## config.mk

```make
export PLATFORM = sky130hd
export DESIGN_NAME = hazard_scoreboard_flat
export DESIGN_NICKNAME = d
export VERILOG_FILES = /design/src/rtl/hazard_scoreboard_if.sv /design/src/rtl/hazard_scoreboard.sv /design/src/flat_wrapper.sv
export SDC_FILE = /design/constraint.sdc
export NUM_CORES = 1
export LEC_CHECK = 0
export BUFFER_PORTS_ARGS = -buffer_cell sky130_fd_sc_hd__buf_2
export CORE_MARGIN = 2
export CORE_UTILIZATION = 58
export CTS_CLUSTER_SIZE = 40
export DETAILED_ROUTE_END_ITERATION = 10
export PLACE_DENSITY = 0.81
export SYNTH_ARGS = -nofsm -noshare
export SYNTH_HDL_FRONTEND = slang
export SYNTH_SLANG_ARGS = --single-unit
```

## constraint.sdc

```tcl
create_clock -name CLK -period 4.85 [get_ports CLK]
set_input_delay 0.97 -clock CLK [delete_from_list [all_inputs] [get_ports CLK]]
set_output_delay 0.97 -clock CLK [all_outputs]
set_load 0.1 [all_outputs]
```

## src/rtl/hazard_scoreboard_if.sv

```systemverilog
`default_nettype none
// ============================================================================
// Module   : hazard_scoreboard_if
// Brief    : ID/EX hazard inputs, scoreboard and bus-watchdog signals, plus
//            the per-register STALL/FLUSH vectors of hazard_scoreboard.
// Revision : 1.0  initial release
// ============================================================================
interface hazard_scoreboard_if #(
  parameter int NUM_STAGES  = 5,
  parameter int REG_ADDR_W  = 5,
  parameter int MAX_PENDING = 4
) ();
  localparam int CNT_W = $clog2(MAX_PENDING + 1);

  logic                  ID_VALID;
  logic [REG_ADDR_W-1:0] ID_RS1_ADDR;
  logic [REG_ADDR_W-1:0] ID_RS2_ADDR;
  logic [REG_ADDR_W-1:0] ID_RD_ADDR;
  logic                  ID_RD_WE;
  logic                  ID_LONG_OP;
  logic                  EX_IS_LOAD;
  logic [REG_ADDR_W-1:0] EX_RD_ADDR;
  logic                  LONG_ISSUE;
  logic [REG_ADDR_W-1:0] LONG_ISSUE_RD;
  logic                  CMPL_VALID;
  logic [REG_ADDR_W-1:0] CMPL_RD;
  logic                  EX_PC_SRC;
  logic [NUM_STAGES-1:0] TRAP_VALID;
  logic                  AXIL_EN;
  logic                  AXIL_DONE;
  logic [NUM_STAGES-2:0] STALL;
  logic [NUM_STAGES-2:0] FLUSH;
  logic [CNT_W-1:0]      PENDING_CNT;
  logic                  BUS_TIMEOUT;

  modport master (
    output ID_VALID, ID_RS1_ADDR, ID_RS2_ADDR, ID_RD_ADDR, ID_RD_WE, ID_LONG_OP,
    output EX_IS_LOAD, EX_RD_ADDR, LONG_ISSUE, LONG_ISSUE_RD, CMPL_VALID, CMPL_RD,
    output EX_PC_SRC, TRAP_VALID, AXIL_EN, AXIL_DONE,
    input  STALL, FLUSH, PENDING_CNT, BUS_TIMEOUT
  );

  modport slave (
    input  ID_VALID, ID_RS1_ADDR, ID_RS2_ADDR, ID_RD_ADDR, ID_RD_WE, ID_LONG_OP,
    input  EX_IS_LOAD, EX_RD_ADDR, LONG_ISSUE, LONG_ISSUE_RD, CMPL_VALID, CMPL_RD,
    input  EX_PC_SRC, TRAP_VALID, AXIL_EN, AXIL_DONE,
    output STALL, FLUSH, PENDING_CNT, BUS_TIMEOUT
  );
endinterface
`default_nettype wire

```

## src/rtl/hazard_scoreboard.sv

```systemverilog
`default_nettype none
// ============================================================================
// Module   : hazard_scoreboard
// Brief    : Pipeline STALL/FLUSH generation with a long-latency write
//            scoreboard and an AXI-lite bus watchdog.
// Revision : 1.0  initial release
// ============================================================================
module hazard_scoreboard #(
  parameter int NUM_STAGES     = 5,
  parameter int EX_STAGE       = 2,
  parameter int REG_ADDR_W     = 5,
  parameter int MAX_PENDING    = 4,
  parameter int TIMEOUT_CYCLES = 256
) (
  input  logic              CLK,
  input  logic              RST_N,
  hazard_scoreboard_if.slave bus
);
  localparam int NUM_REGS  = 2 ** REG_ADDR_W;
  localparam int NUM_PREGS = NUM_STAGES - 1;
  localparam int CNT_W     = $clog2(MAX_PENDING + 1);
  localparam int WD_W      = $clog2(TIMEOUT_CYCLES);
  localparam logic [CNT_W-1:0] CNT_MAX = CNT_W'(MAX_PENDING);
  localparam logic [WD_W-1:0]  WD_LAST = WD_W'(TIMEOUT_CYCLES - 1);

  logic [NUM_REGS-1:0]  pend_q, pend_d;
  logic [CNT_W-1:0]     cnt_q, cnt_d;
  logic [WD_W-1:0]      wd_q, wd_d;

  logic [NUM_REGS-1:0]  w_cmpl_onehot;
  logic [NUM_REGS-1:0]  w_pend_eff;
  logic                 w_raw, w_waw, w_load_use, w_full, w_id_hold;
  logic                 w_bus_busy, w_bus_timeout, w_bus_wait;
  logic                 w_do_set, w_do_clr, w_same_reg;
  logic [NUM_PREGS-1:0] w_stall, w_flush;

  // Completion bypass: a same-cycle writeback already satisfies the reader.
  assign w_cmpl_onehot = {{(NUM_REGS-1){1'b0}}, 1'b1} << bus.CMPL_RD;
  assign w_pend_eff    = pend_q & ~(w_cmpl_onehot & {NUM_REGS{bus.CMPL_VALID}});

  assign w_raw = bus.ID_VALID &
                 ((w_pend_eff[bus.ID_RS1_ADDR] & (|bus.ID_RS1_ADDR)) |
                  (w_pend_eff[bus.ID_RS2_ADDR] & (|bus.ID_RS2_ADDR)));
  assign w_waw = bus.ID_VALID & bus.ID_RD_WE & (|bus.ID_RD_ADDR) &
                 w_pend_eff[bus.ID_RD_ADDR];
  assign w_load_use = bus.ID_VALID & bus.EX_IS_LOAD & (|bus.EX_RD_ADDR) &
                      ((bus.ID_RS1_ADDR == bus.EX_RD_ADDR) |
                       (bus.ID_RS2_ADDR == bus.EX_RD_ADDR));
  assign w_full = bus.ID_VALID & bus.ID_LONG_OP & (cnt_q == CNT_MAX) &
                  ~bus.CMPL_VALID;
  assign w_id_hold = w_raw | w_waw | w_load_use | w_full;

  // The timeout cycle releases the stall so MEM can raise its access fault.
  assign w_bus_busy    = bus.AXIL_EN & ~bus.AXIL_DONE;
  assign w_bus_timeout = w_bus_busy & (wd_q == WD_LAST);
  assign w_bus_wait    = w_bus_busy & ~w_bus_timeout;

  always_comb begin
    w_stall = '0;
    w_flush = '0;
    for (int k = 0; k < NUM_PREGS; k++) begin
      w_stall[k] = w_bus_wait | ((k < EX_STAGE - 1) & w_id_hold);
      w_flush[k] = |(bus.TRAP_VALID >> (k + 2));
      if (k < EX_STAGE) begin
        w_flush[k] = w_flush[k] | (bus.EX_PC_SRC & ~w_bus_wait);
      end
      if (k == EX_STAGE - 1) begin
        w_flush[k] = w_flush[k] | (w_id_hold & ~w_bus_wait);
      end
    end
  end

  assign bus.STALL       = w_stall;
  assign bus.FLUSH       = w_flush;
  assign bus.PENDING_CNT = cnt_q;
  assign bus.BUS_TIMEOUT = w_bus_timeout;

  // An issue while full is dropped unless a completion frees a slot that cycle.
  assign w_do_clr   = bus.CMPL_VALID & (|bus.CMPL_RD) & pend_q[bus.CMPL_RD];
  assign w_same_reg = w_do_clr & (bus.CMPL_RD == bus.LONG_ISSUE_RD);
  assign w_do_set   = bus.LONG_ISSUE & (|bus.LONG_ISSUE_RD) &
                      ((cnt_q != CNT_MAX) | w_do_clr) &
                      (~pend_q[bus.LONG_ISSUE_RD] | w_same_reg);

  always_comb begin
    pend_d = pend_q;
    cnt_d  = cnt_q;
    if (w_do_clr) begin
      pend_d[bus.CMPL_RD] = 1'b0;
    end
    if (w_do_set) begin
      pend_d[bus.LONG_ISSUE_RD] = 1'b1;
    end
    case ({w_do_set, w_do_clr})
      2'b10:   cnt_d = cnt_q + CNT_W'(1);
      2'b01:   cnt_d = cnt_q - CNT_W'(1);
      default: cnt_d = cnt_q;
    endcase
  end

  always_comb begin
    wd_d = '0;
    if (w_bus_busy && !w_bus_timeout) begin
      wd_d = wd_q + WD_W'(1);
    end
  end

  always_ff @(posedge CLK) begin
    if (!RST_N) begin
      pend_q <= '0;
      cnt_q  <= '0;
      wd_q   <= '0;
    end else begin
      pend_q <= pend_d;
      cnt_q  <= cnt_d;
      wd_q   <= wd_d;
    end
  end
endmodule
`default_nettype wire

```

## src/flat_wrapper.sv

```systemverilog
// flat-port wrapper written by rule: the top's interface ports become plain ports
module hazard_scoreboard_flat 
#(
  parameter int NUM_STAGES     = 5,
  parameter int EX_STAGE       = 2,
  parameter int REG_ADDR_W     = 5,
  parameter int MAX_PENDING    = 4,
  parameter int TIMEOUT_CYCLES = 256
)
  (CLK, RST_N, bus_ID_VALID, bus_ID_RS1_ADDR, bus_ID_RS2_ADDR, bus_ID_RD_ADDR, bus_ID_RD_WE, bus_ID_LONG_OP, bus_EX_IS_LOAD, bus_EX_RD_ADDR, bus_LONG_ISSUE, bus_LONG_ISSUE_RD, bus_CMPL_VALID, bus_CMPL_RD, bus_EX_PC_SRC, bus_TRAP_VALID, bus_AXIL_EN, bus_AXIL_DONE, bus_STALL, bus_FLUSH, bus_PENDING_CNT, bus_BUS_TIMEOUT);
  hazard_scoreboard_if #(.NUM_STAGES(NUM_STAGES), .REG_ADDR_W(REG_ADDR_W), .MAX_PENDING(MAX_PENDING)) bus_i ();
  input  logic CLK;
  input  logic RST_N;
  input wire logic [$bits(bus_i.ID_VALID)-1:0] bus_ID_VALID;
  input wire logic [$bits(bus_i.ID_RS1_ADDR)-1:0] bus_ID_RS1_ADDR;
  input wire logic [$bits(bus_i.ID_RS2_ADDR)-1:0] bus_ID_RS2_ADDR;
  input wire logic [$bits(bus_i.ID_RD_ADDR)-1:0] bus_ID_RD_ADDR;
  input wire logic [$bits(bus_i.ID_RD_WE)-1:0] bus_ID_RD_WE;
  input wire logic [$bits(bus_i.ID_LONG_OP)-1:0] bus_ID_LONG_OP;
  input wire logic [$bits(bus_i.EX_IS_LOAD)-1:0] bus_EX_IS_LOAD;
  input wire logic [$bits(bus_i.EX_RD_ADDR)-1:0] bus_EX_RD_ADDR;
  input wire logic [$bits(bus_i.LONG_ISSUE)-1:0] bus_LONG_ISSUE;
  input wire logic [$bits(bus_i.LONG_ISSUE_RD)-1:0] bus_LONG_ISSUE_RD;
  input wire logic [$bits(bus_i.CMPL_VALID)-1:0] bus_CMPL_VALID;
  input wire logic [$bits(bus_i.CMPL_RD)-1:0] bus_CMPL_RD;
  input wire logic [$bits(bus_i.EX_PC_SRC)-1:0] bus_EX_PC_SRC;
  input wire logic [$bits(bus_i.TRAP_VALID)-1:0] bus_TRAP_VALID;
  input wire logic [$bits(bus_i.AXIL_EN)-1:0] bus_AXIL_EN;
  input wire logic [$bits(bus_i.AXIL_DONE)-1:0] bus_AXIL_DONE;
  output wire logic [$bits(bus_i.STALL)-1:0] bus_STALL;
  output wire logic [$bits(bus_i.FLUSH)-1:0] bus_FLUSH;
  output wire logic [$bits(bus_i.PENDING_CNT)-1:0] bus_PENDING_CNT;
  output wire logic [$bits(bus_i.BUS_TIMEOUT)-1:0] bus_BUS_TIMEOUT;
  assign bus_i.ID_VALID = bus_ID_VALID;
  assign bus_i.ID_RS1_ADDR = bus_ID_RS1_ADDR;
  assign bus_i.ID_RS2_ADDR = bus_ID_RS2_ADDR;
  assign bus_i.ID_RD_ADDR = bus_ID_RD_ADDR;
  assign bus_i.ID_RD_WE = bus_ID_RD_WE;
  assign bus_i.ID_LONG_OP = bus_ID_LONG_OP;
  assign bus_i.EX_IS_LOAD = bus_EX_IS_LOAD;
  assign bus_i.EX_RD_ADDR = bus_EX_RD_ADDR;
  assign bus_i.LONG_ISSUE = bus_LONG_ISSUE;
  assign bus_i.LONG_ISSUE_RD = bus_LONG_ISSUE_RD;
  assign bus_i.CMPL_VALID = bus_CMPL_VALID;
  assign bus_i.CMPL_RD = bus_CMPL_RD;
  assign bus_i.EX_PC_SRC = bus_EX_PC_SRC;
  assign bus_i.TRAP_VALID = bus_TRAP_VALID;
  assign bus_i.AXIL_EN = bus_AXIL_EN;
  assign bus_i.AXIL_DONE = bus_AXIL_DONE;
  assign bus_STALL = bus_i.STALL;
  assign bus_FLUSH = bus_i.FLUSH;
  assign bus_PENDING_CNT = bus_i.PENDING_CNT;
  assign bus_BUS_TIMEOUT = bus_i.BUS_TIMEOUT;
  hazard_scoreboard #(.NUM_STAGES(NUM_STAGES), .EX_STAGE(EX_STAGE), .REG_ADDR_W(REG_ADDR_W), .MAX_PENDING(MAX_PENDING), .TIMEOUT_CYCLES(TIMEOUT_CYCLES)) u_core (.CLK(CLK), .RST_N(RST_N), .bus(bus_i));
endmodule
```

* Word-level counts from Yosys, hierarchy flattened
Index checks and enable logic that the tools add are counted.
** Storage, ports and cells
- Register bits :: 43
- Logic and storage cells :: 98
- Output and inout port bits :: 12
- Input bits :: 46
** Operators by class
- Equality and inequality tests :: 8
- Reductions and logical operators :: 14
- Order comparisons :: 7
- Multiplexer cells :: 17
- Shift-type cells :: 1
- Bitwise gates (word level) :: 45
- $add $sub $neg :: 3
** Operator list (number)
- $and A32 B32 Y32 :: 3
- $mux W32 :: 2
- $not A32 Y32 :: 2
- $or A32 B32 Y32 :: 1
- $shl A1 B5 Y32 const A :: 1
- $lt A5 B6 Y1 const B :: 5
- $reduce_or A5 Y1 :: 6
- $bmux W1 S5 :: 5
- $and A1 B1 Y1 :: 23
- $eq A5 B5 Y1 :: 3
- $or A1 B1 Y1 :: 11
- $demux W1 S5 :: 2
- $ge A5 B1 Y1 const B :: 2
- $add A8 B1 Y8 const B :: 1
- $eq A8 B8 Y1 const B :: 1
- $mux W1 :: 7
- $pmux W3 S2 :: 1
- $not A1 Y1 :: 5
- $add A3 B1 Y3 const B :: 1
- $eq A3 B3 Y1 const B :: 1
- $logic_and A1 B1 Y1 :: 3
- $ne A3 B3 Y1 const B :: 1
- $reduce_or A3 Y1 :: 1
- $sub A3 B1 Y3 const B :: 1
- other kinds (6) :: 6

* Logic depth before layout (Yosys ltp)
Gate-level depths: netlist of run 1.
- Depth in word-level cells :: 14
- Depth in mapped cells :: 14
- Gate-level depth less buffers :: 13

* Worst setup path before layout of run 1
No wires, ideal clock.
- Path type :: input-to-output
- Start :: in bus_AXIL_EN
- End :: out bus_FLUSH[0]
- Data required time :: 3880 ps
- Data arrival time :: 3406 ps
- Path buffers :: 1
- Setup slack :: 474 ps
- Stages :: 3
- Cell sequence :: and3b_1 > clkbuf_1 > o21ai_0
** Between the ends
- Cells in the longest elaborated chain, start to end :: 7
** RTL lines
- start, declared :: RTL line flat_wrapper.sv:28 : input wire logic [$bits(bus_i.AXIL_EN)-1:0] bus_AXIL_EN;
- $and A1 B1 Y1 * :: RTL line hazard_scoreboard.sv:54 : assign w_bus_busy = bus.AXIL_EN & ~bus.AXIL_DONE;
- $and A1 B1 Y1 :: RTL line hazard_scoreboard.sv:55 : assign w_bus_timeout = w_bus_busy & (wd_q == WD_LAST);
- $not A1 Y1 :: RTL line hazard_scoreboard.sv:56 : assign w_bus_wait = w_bus_busy & ~w_bus_timeout;
- $and A1 B1 Y1 * :: RTL line hazard_scoreboard.sv:56
- net u_core.w_bus_wait :: RTL line hazard_scoreboard.sv:33 : logic w_bus_busy, w_bus_timeout, w_bus_wait;
- $not A1 Y1 * :: RTL line hazard_scoreboard.sv:65 : w_flush[k] = w_flush[k] | (bus.EX_PC_SRC & ~w_bus_wait);
- $and A1 B1 Y1 * :: RTL line hazard_scoreboard.sv:65
- $or A1 B1 Y1 * :: RTL line hazard_scoreboard.sv:65
- end, declared :: RTL line flat_wrapper.sv:31 : output wire logic [$bits(bus_i.FLUSH)-1:0] bus_FLUSH;
The timed path passes the listed nets; every way through them passes the cells marked *.

* Worst setup path after layout of run 1
- Start :: in bus_CMPL_RD[2]
- End :: out bus_FLUSH[1]
** Between the ends
- Cells in the longest elaborated chain, start to end :: 14
- Elaborated cells on any way between the ends :: 20
- Classes of those cells :: 1 x shift; 6 x mux; 13 x bitwise
** RTL lines
- start, declared :: RTL line flat_wrapper.sv:25 : input wire logic [$bits(bus_i.CMPL_RD)-1:0] bus_CMPL_RD;
- $shl A1 B5 Y32 * :: RTL line hazard_scoreboard.sv:38 : assign w_cmpl_onehot = {{(NUM_REGS-1){1'b0}}, 1'b1} << bus.CMPL_RD;
- $and A32 B32 Y32 * :: RTL line hazard_scoreboard.sv:39 : assign w_pend_eff = pend_q & ~(w_cmpl_onehot & {NUM_REGS{bus.CMPL_VALID}});
- $not A32 Y32 * :: RTL line hazard_scoreboard.sv:39
- $and A32 B32 Y32 * :: RTL line hazard_scoreboard.sv:39
- $bmux W1 S5, on equally long branches :: RTL line hazard_scoreboard.sv:42, hazard_scoreboard.sv:43
- $mux W1, on equally long branches :: RTL line hazard_scoreboard.sv:42, hazard_scoreboard.sv:43
- $and A1 B1 Y1, on equally long branches :: RTL line hazard_scoreboard.sv:42, hazard_scoreboard.sv:43
- $or A1 B1 Y1 :: RTL line hazard_scoreboard.sv:42 : ((w_pend_eff[bus.ID_RS1_ADDR] & (|bus.ID_RS1_ADDR)) |
- $and A1 B1 Y1 :: RTL line hazard_scoreboard.sv:41 : assign w_raw = bus.ID_VALID &
- $or A1 B1 Y1 * (3 in series) :: RTL line hazard_scoreboard.sv:51 : assign w_id_hold = w_raw | w_waw | w_load_use | w_full;
- $and A1 B1 Y1 * :: RTL line hazard_scoreboard.sv:68 : w_flush[k] = w_flush[k] | (w_id_hold & ~w_bus_wait);
- $or A1 B1 Y1 * :: RTL line hazard_scoreboard.sv:68
Mark *: on every way between the ends. The rest lies on a longest branch, timed or not. The select of a mux whose other input is x is not followed.

==> run_results.csv, run 1 <==
group,metric,value,unit
status,status,"finished with violations",
status,violations,"design-rule violations",
clock_network,post_cts_buffers,0,
synth,synth_edf_count,0,
timing,fin_worst_skew,0.00896,ns
synth,ys_seq_area_share,22.2,%
run,maxCapViolations,0,
finish,num_antenna_cells,0,
global_routing,grt_pass1_wl,20700,um
clock_network,cts_max_level,2,
timing,period_needed,4.62,ns
place,numPortBuffers,54,
synth,yosysTopAreaCell,"dfxtp_1",
clock_network,clk_latency,0.30,ns
routing,firstDrtPassIters,11,
place,dp_hpwl,10000,um
synth,yosysMostFrequentCell,"dfxtp_1",
place,place_ws,0.315,ns
pwr,max-vdd-ir-drop,0.000177,V
clock_network,cts_max_path_buffers,2,
synth,synth_area,0.00388,mm2
setup_path,endpoint_kind,"output port",
floorplanning,die_x,85.8,um
setup_path,r2r_cells,12,
timing,min_period_over_period,95.3,%
global_routing,antenna_found_initial,0,
clock_network,ctsResizeCount,0,
finish,seqCellArea,861,um2
routing,ant_nets,0,
timing,finalSetupViolCount,0,
setup_path,worstSetupPathType,"input port to output port",
routing,num_vias,4224,
synth,synth.top_cell.area_share,22.2,%
floorplanning,fp-row-count,29,
global_routing,grt_start_max_net_pins,30,
synth,syn_area_per_cell,8.50,um2
routing,detail_route.wl_per_cell,23.6,um
timing,worstMarginPinSlew,0.995,ns
worst_hold_path,hold_depth,1,
finish,final_layout_size_suffix_gt1_share,24.0,%
floorplanning,die-area,0.00736,mm2
setup_path,crit_arrival,3.65,ns
clock_network,clk_pin_slew,0.07,ns
setup_path,crit_fanout,14,
timing,max_freq,0.216,GHz
floorplanning,ios,58,
finish,multiInputGateArea,0.00274,mm2
timing,setup_tns,0,ns
finish,fill_cells,560,
place,gp_congestion,0.958,
clock_network,holdBufCountCts,0,
finish,fin_nets,540,
global_routing,grt.overflow.total,0,
finish,utilization,66.7,%
clock_network,clock_sinks,43,
setup_path,ff2ff_setup_slack,1.63,ns
worst_hold_path,hp-class,"flop to flop",
worst_hold_path,min_delay_worst_endpoint,"u_core.wd_q[0]$_SDFF_PN0_",
setup_path,worstPathRequired,3.88,ns
pwr,power,882,uW
finish,area_growth,10.4,%
timing,drv_slew,0,
clock_network,cts_buffers,5,
global_routing,grt_pass1_vias,3921,
synth,syn_inst,457,
timing,rsz0062_at_grt,"false",
clock_network,cts_tree,"done",
floorplanning,start_util,60.5,%
worst_hold_path,min_from,"u_core.wd_q[0]$_SDFF_PN0_",
routing,drt-total-wl,13400,um
synth,synth.distinct_cells,73,
synth,ys_ff_latch,43,
global_routing,track_usage,36.5,%
floorplanning,core,0.00642,mm2
synth,syn_nets,506,
timing,setup_ws,0.226,ns
pwr,power_density,206,mW/mm2
floorplanning,fp.dieH,85.8,um
synth,synthTopCellsByArea,"dfxtp_1 (22%), mux4_2 (12%), o21ai_0 (4.8%)",
timing,hold_viol,0,
synth,yosys_warnings,0,
setup_path,r2r-start,"u_core.pend_q[11]$_SDFF_PN0_",
clock_network,cts_root_buf,"clkbuf_8",
synth,yosys-top-cells-count,"dfxtp_1 (43), o21ai_0 (37), nor2_1 (33)",
setup_path,rr_endpoint,"u_core.bus.PENDING_CNT[2]$_SDFFE_PN0P_",
synth,postSynth.topFlopCell,"dfxtp_1",
routing,drtIter0Drc,669,
pwr,leakage,0.00158,uW
routing,viasPerCell,7.42,
setup_path,critical_path.startpoint_type,"input port",
timing,maxSlewHeadroom,33.6,%
routing,drc,3,
synth,async_reset_ff_share,0,%
flip-flops by register name, indices dropped and copies added, names as in the netlist:
name / count
u_core.bus.PENDING_CNT: 3
u_core.pend_q: 32
u_core.wd_q: 8
critical path, cell delays in order:
cell	delay (ns)
buf_2	0.30
nand4b_1	0.25
o21ai_0	0.51
mux4_2	0.35
nor2_1	0.05
o221ai_1	0.20
nor4b_1	0.36
nand4_1	0.15
a211o_1	0.32
buf_12	0.18
cells by family after synthesis:
kind of cell               Yosys count  synth area share (%)
muxes                               44                  18.3
adders and majority gates            3                  1.16
and+or+nand+nor                    133                  19.0
xor gates and xnor gates            27                  6.09
buffers and inverters               61                  7.25
AOI/OAI and AO/OA                  145                  25.9
DFF                                 43                  22.2
other                                1                0.0966
worst max-delay path by stage:
stage	end	start	cells after the start	slack, ns
2_1_floorplan	bus_FLUSH[0]	bus_AXIL_EN	3	0.47
3_3_place_gp	bus_FLUSH[1]	bus_CMPL_RD[0]	12	0.37
3_5_place_dp	bus_FLUSH[1]	bus_CMPL_RD[2]	10	0.32
4_1_cts	bus_FLUSH[1]	bus_CMPL_RD[2]	10	0.31
5_1_grt	bus_FLUSH[1]	bus_CMPL_RD[2]	10	0.03
6_report	bus_FLUSH[1]	bus_CMPL_RD[2]	10	0.23
power by group:
group	internal [uW]	switching (uW)	leakage [uW]
Combinational	85.4	178	0.00118
Clock	130	123	0.0000515
Sequential	359	5.90	0.000347
area by class of cell:
class / count / share of cell area [%]
Timing Repair Buffer: 70 / 9.81
Sequential cell: 43 / 20.1
Tap cell: 77 / 2.25
Multi-Input combinational cell: 353 / 63.9
Clock buffer: 8 / 2.34
Inverter: 18 / 1.58
stage by stage:
stage                     hold WS (ns)  cell area, um2  instances
after floorplan                  0.418            3880        457
after global placement           0.430            4190        561
after detailed placement         0.446            4190        561
after CTS                        0.456            4290        569
after global routing             0.484            4290        569
final                            0.456            4290        569
routing by layer:
layer,global-route usage [%],vias up,share of wire (%)
li1,-,1832,-
met1,47.2,1975,37
met2,57.6,340,45
met3,8.08,77,11
met4,18.0,0,6.3
met5,0,-,0
placed cells by master, fill, tap and decap left out, types with 5 or more instances in the layout:
cell and instances:
xor2_1 8, xnor2_1 19, and3_1 5, clkbuf_8 7, inv_1 18, nor2_1 33, o211ai_1 16, mux4_2 21
mux2i_1 17, dfxtp_1 43, o2111ai_1 5, nand3_1 12, o311ai_0 6, nor3_1 7, nand2b_1 8, buf_4 16
buf_2 52, nand4_1 7, mux2_2 6, o21ai_0 37, o31ai_1 10, or2_2 5, a21oi_1 6, nand2_1 23
o22ai_1 21
No activity file was read; power rests on OpenSTA's default activity.
==> run 2, diff against run 1 <==
CELL_PAD_IN_SITES_DETAIL_PLACEMENT = 1   (was default)
CELL_PAD_IN_SITES_GLOBAL_PLACEMENT = 1   (was default)
CORE_UTILIZATION = 44   (was 58)
PLACE_DENSITY = default   (was 0.81)
PLACE_DENSITY_LB_ADDON = 0.1   (was default)
==> run 2 against run 1 <==
Against the previous run:
- the flow now finishes without violations
- final cell count increased by 7.0%
- worst hold slack worse by 0.0016 ns
- power increased by 3.0%
- clock power increased by 9.9%
- sequential share of layout area down 0.42 points
- die area grew 30%
- largest cell class unchanged
- highest routed layer unchanged
==> run_results.csv, run 2 (same netlist as run 1, synthesis figures left out) <==
group,metric,value,unit
global_routing,grt.overflow.total,0,
timing,period_needed,4.67,ns
clock_network,holdBufCountCts,0,
clock_network,cts_buffers,5,
finish,largest-register,"u_core.pend_q",
timing,whs,0.455,ns
finish,utilization,50.7,%
global_routing,grt_pass1_wl,23500,um
routing,viasPerCell,6.89,
clock_network,clock_sinks,43,
place,gp_congestion,0.937,
routing,ant_nets,0,
floorplanning,die-area,0.00959,mm2
finish,final_cell_mix,"buf_2 (54), dfxtp_1 (43), o21ai_0 (34)",
floorplanning,fp.dieH,97.9,um
floorplanning,fp-row-count,34,
timing,min_period_over_period,96.3,%
timing,max_freq,0.214,GHz
floorplanning,die_x,97.9,um
routing,detail_route.wl_per_cell,24.4,um
setup_path,critical_path.startpoint_type,"input port",
floorplanning,core,0.00864,mm2
timing,hold_viol,0,
clock_network,clk_pin_slew,0.08,ns
finish,multiInputGateArea,0.00275,mm2
place,dp_hpwl,11500,um
finish,num_antenna_cells,0,
finish,largest_register_ffs,32,
pwr,max-vdd-ir-drop,0.000153,V
status,status,"complete, no violations",
global_routing,antenna_found_initial,0,
timing,fin_worst_skew,0.0101,ns
finish,fill_cells,1071,
run,maxCapViolations,0,
place,numPortBuffers,54,
timing,rsz0062_at_grt,"false",
place,placed_area,0.00425,mm2
routing,drt-total-wl,14900,um
worst_hold_path,hp-class,"flop to flop",
pwr,power_density,208,mW/mm2
timing,maxSlewHeadroom,35.8,%
floorplanning,ios,58,
global_routing,grt_pass1_vias,4254,
finish,fin_area,0.00438,mm2
routing,num_vias,4194,
setup_path,crit_arrival,3.70,ns
floorplanning,start_util,45.0,%
finish,area_growth,12.8,%
finish,fin_nets,550,
setup_path,worstPathRequired,3.88,ns
setup_path,crit_fanout,14,
routing,drtIter0Drc,339,
timing,finalSetupViolCount,0,
routing,firstDrtPassIters,7,
timing,worstMarginPinSlew,0.962,ns
routing,drc,0,
global_routing,grt_start_max_net_pins,30,
pwr,leakage,0.00161,uW
setup_path,endpoint_kind,"output port",
finish,final_layout_size_suffix_gt1_share,25.5,%
clock_network,cts_max_path_buffers,2,
timing,setup_tns,0,ns
timing,drv_slew,0,
finish,layout_commonest_cell,"buf_2",
clock_network,cts_max_level,2,
global_routing,track_usage,31.6,%
finish,seqCellArea,861,um2
clock_network,cts_tree,"done",
clock_network,cts_root_buf,"clkbuf_8",
setup_path,worstSetupPathType,"input port to output port",
clock_network,clk_latency,0.31,ns
[run 2: layout make-up]
class / instances / share of cell area [%]
clock inverter: 1 / 0.686
tap: 108 / 3.09
sequential: 43 / 19.7
clock buffer: 6 / 1.66
inverter: 18 / 1.54
multi-input combinational: 353 / 62.7
timing repair buffer: 80 / 10.6
[run 2: through the flow]
step                      total power, uW  setup WS (ns)  instances
after global placement                628          0.171        600
after floorplan                       557          0.474        457
after CTS                             908         0.0266        607
final                                 909          0.178        609
after global routing                  948        0.00258        609
after detailed placement              633         0.0830        600
[run 2: repair_timing]
action / CTS / global route
endpoints found under the setup margin: 0 / 2
hold endpoints to repair: 0 / 0
resized for setup: 0 / 4
setup buffers: 0 / 2
[run 2: worst paths after layout]
kind	slack [ns]	end	cells after the start	startpoint
setup / recovery	0.18	bus_FLUSH[1]	10	bus_CMPL_RD[2]
hold / removal	0.45	u_core.wd_q[0]$_SDFF_PN0_	1	u_core.wd_q[0]$_SDFF_PN0_
setup reg to reg	1.61	u_core.bus.PENDING_CNT[2]$_SDFFE_PN0P_	12	u_core.pend_q[15]$_SDFF_PN0_
hold reg to reg	0.45	u_core.wd_q[0]$_SDFF_PN0_	1	u_core.wd_q[0]$_SDFF_PN0_
[run 2: critical path, stage by stage]
cell      delay, ns
buf_2          0.20
or4b_4         0.61
o21ai_1        0.34
nor2_1         0.09
a211o_1        0.27
a32o_1         0.25
a311oi_2       0.27
nand4_1        0.14
a211o_1        0.26
buf_2          0.29
[run 2: per-layer routing]
| layer | GRT usage, % | part of all wire (%) | vias to the layer above |
|---|---|---|---|
| li1 | - | - | 1849 |
| met1 | 40.3 | 40 | 2083 |
| met3 | 5.58 | 7.1 | 55 |
| met2 | 52.2 | 48 | 207 |
| met5 | 0 | 0 | - |
| met4 | 14.4 | 4.9 | 0 |
[run 2: power breakdown]
group | switching, uW | total (uW) | internal (uW)
clock network | 127 | 278 | 151
logic | 181 | 266 | 84.7
registers | 6.08 | 365 | 359
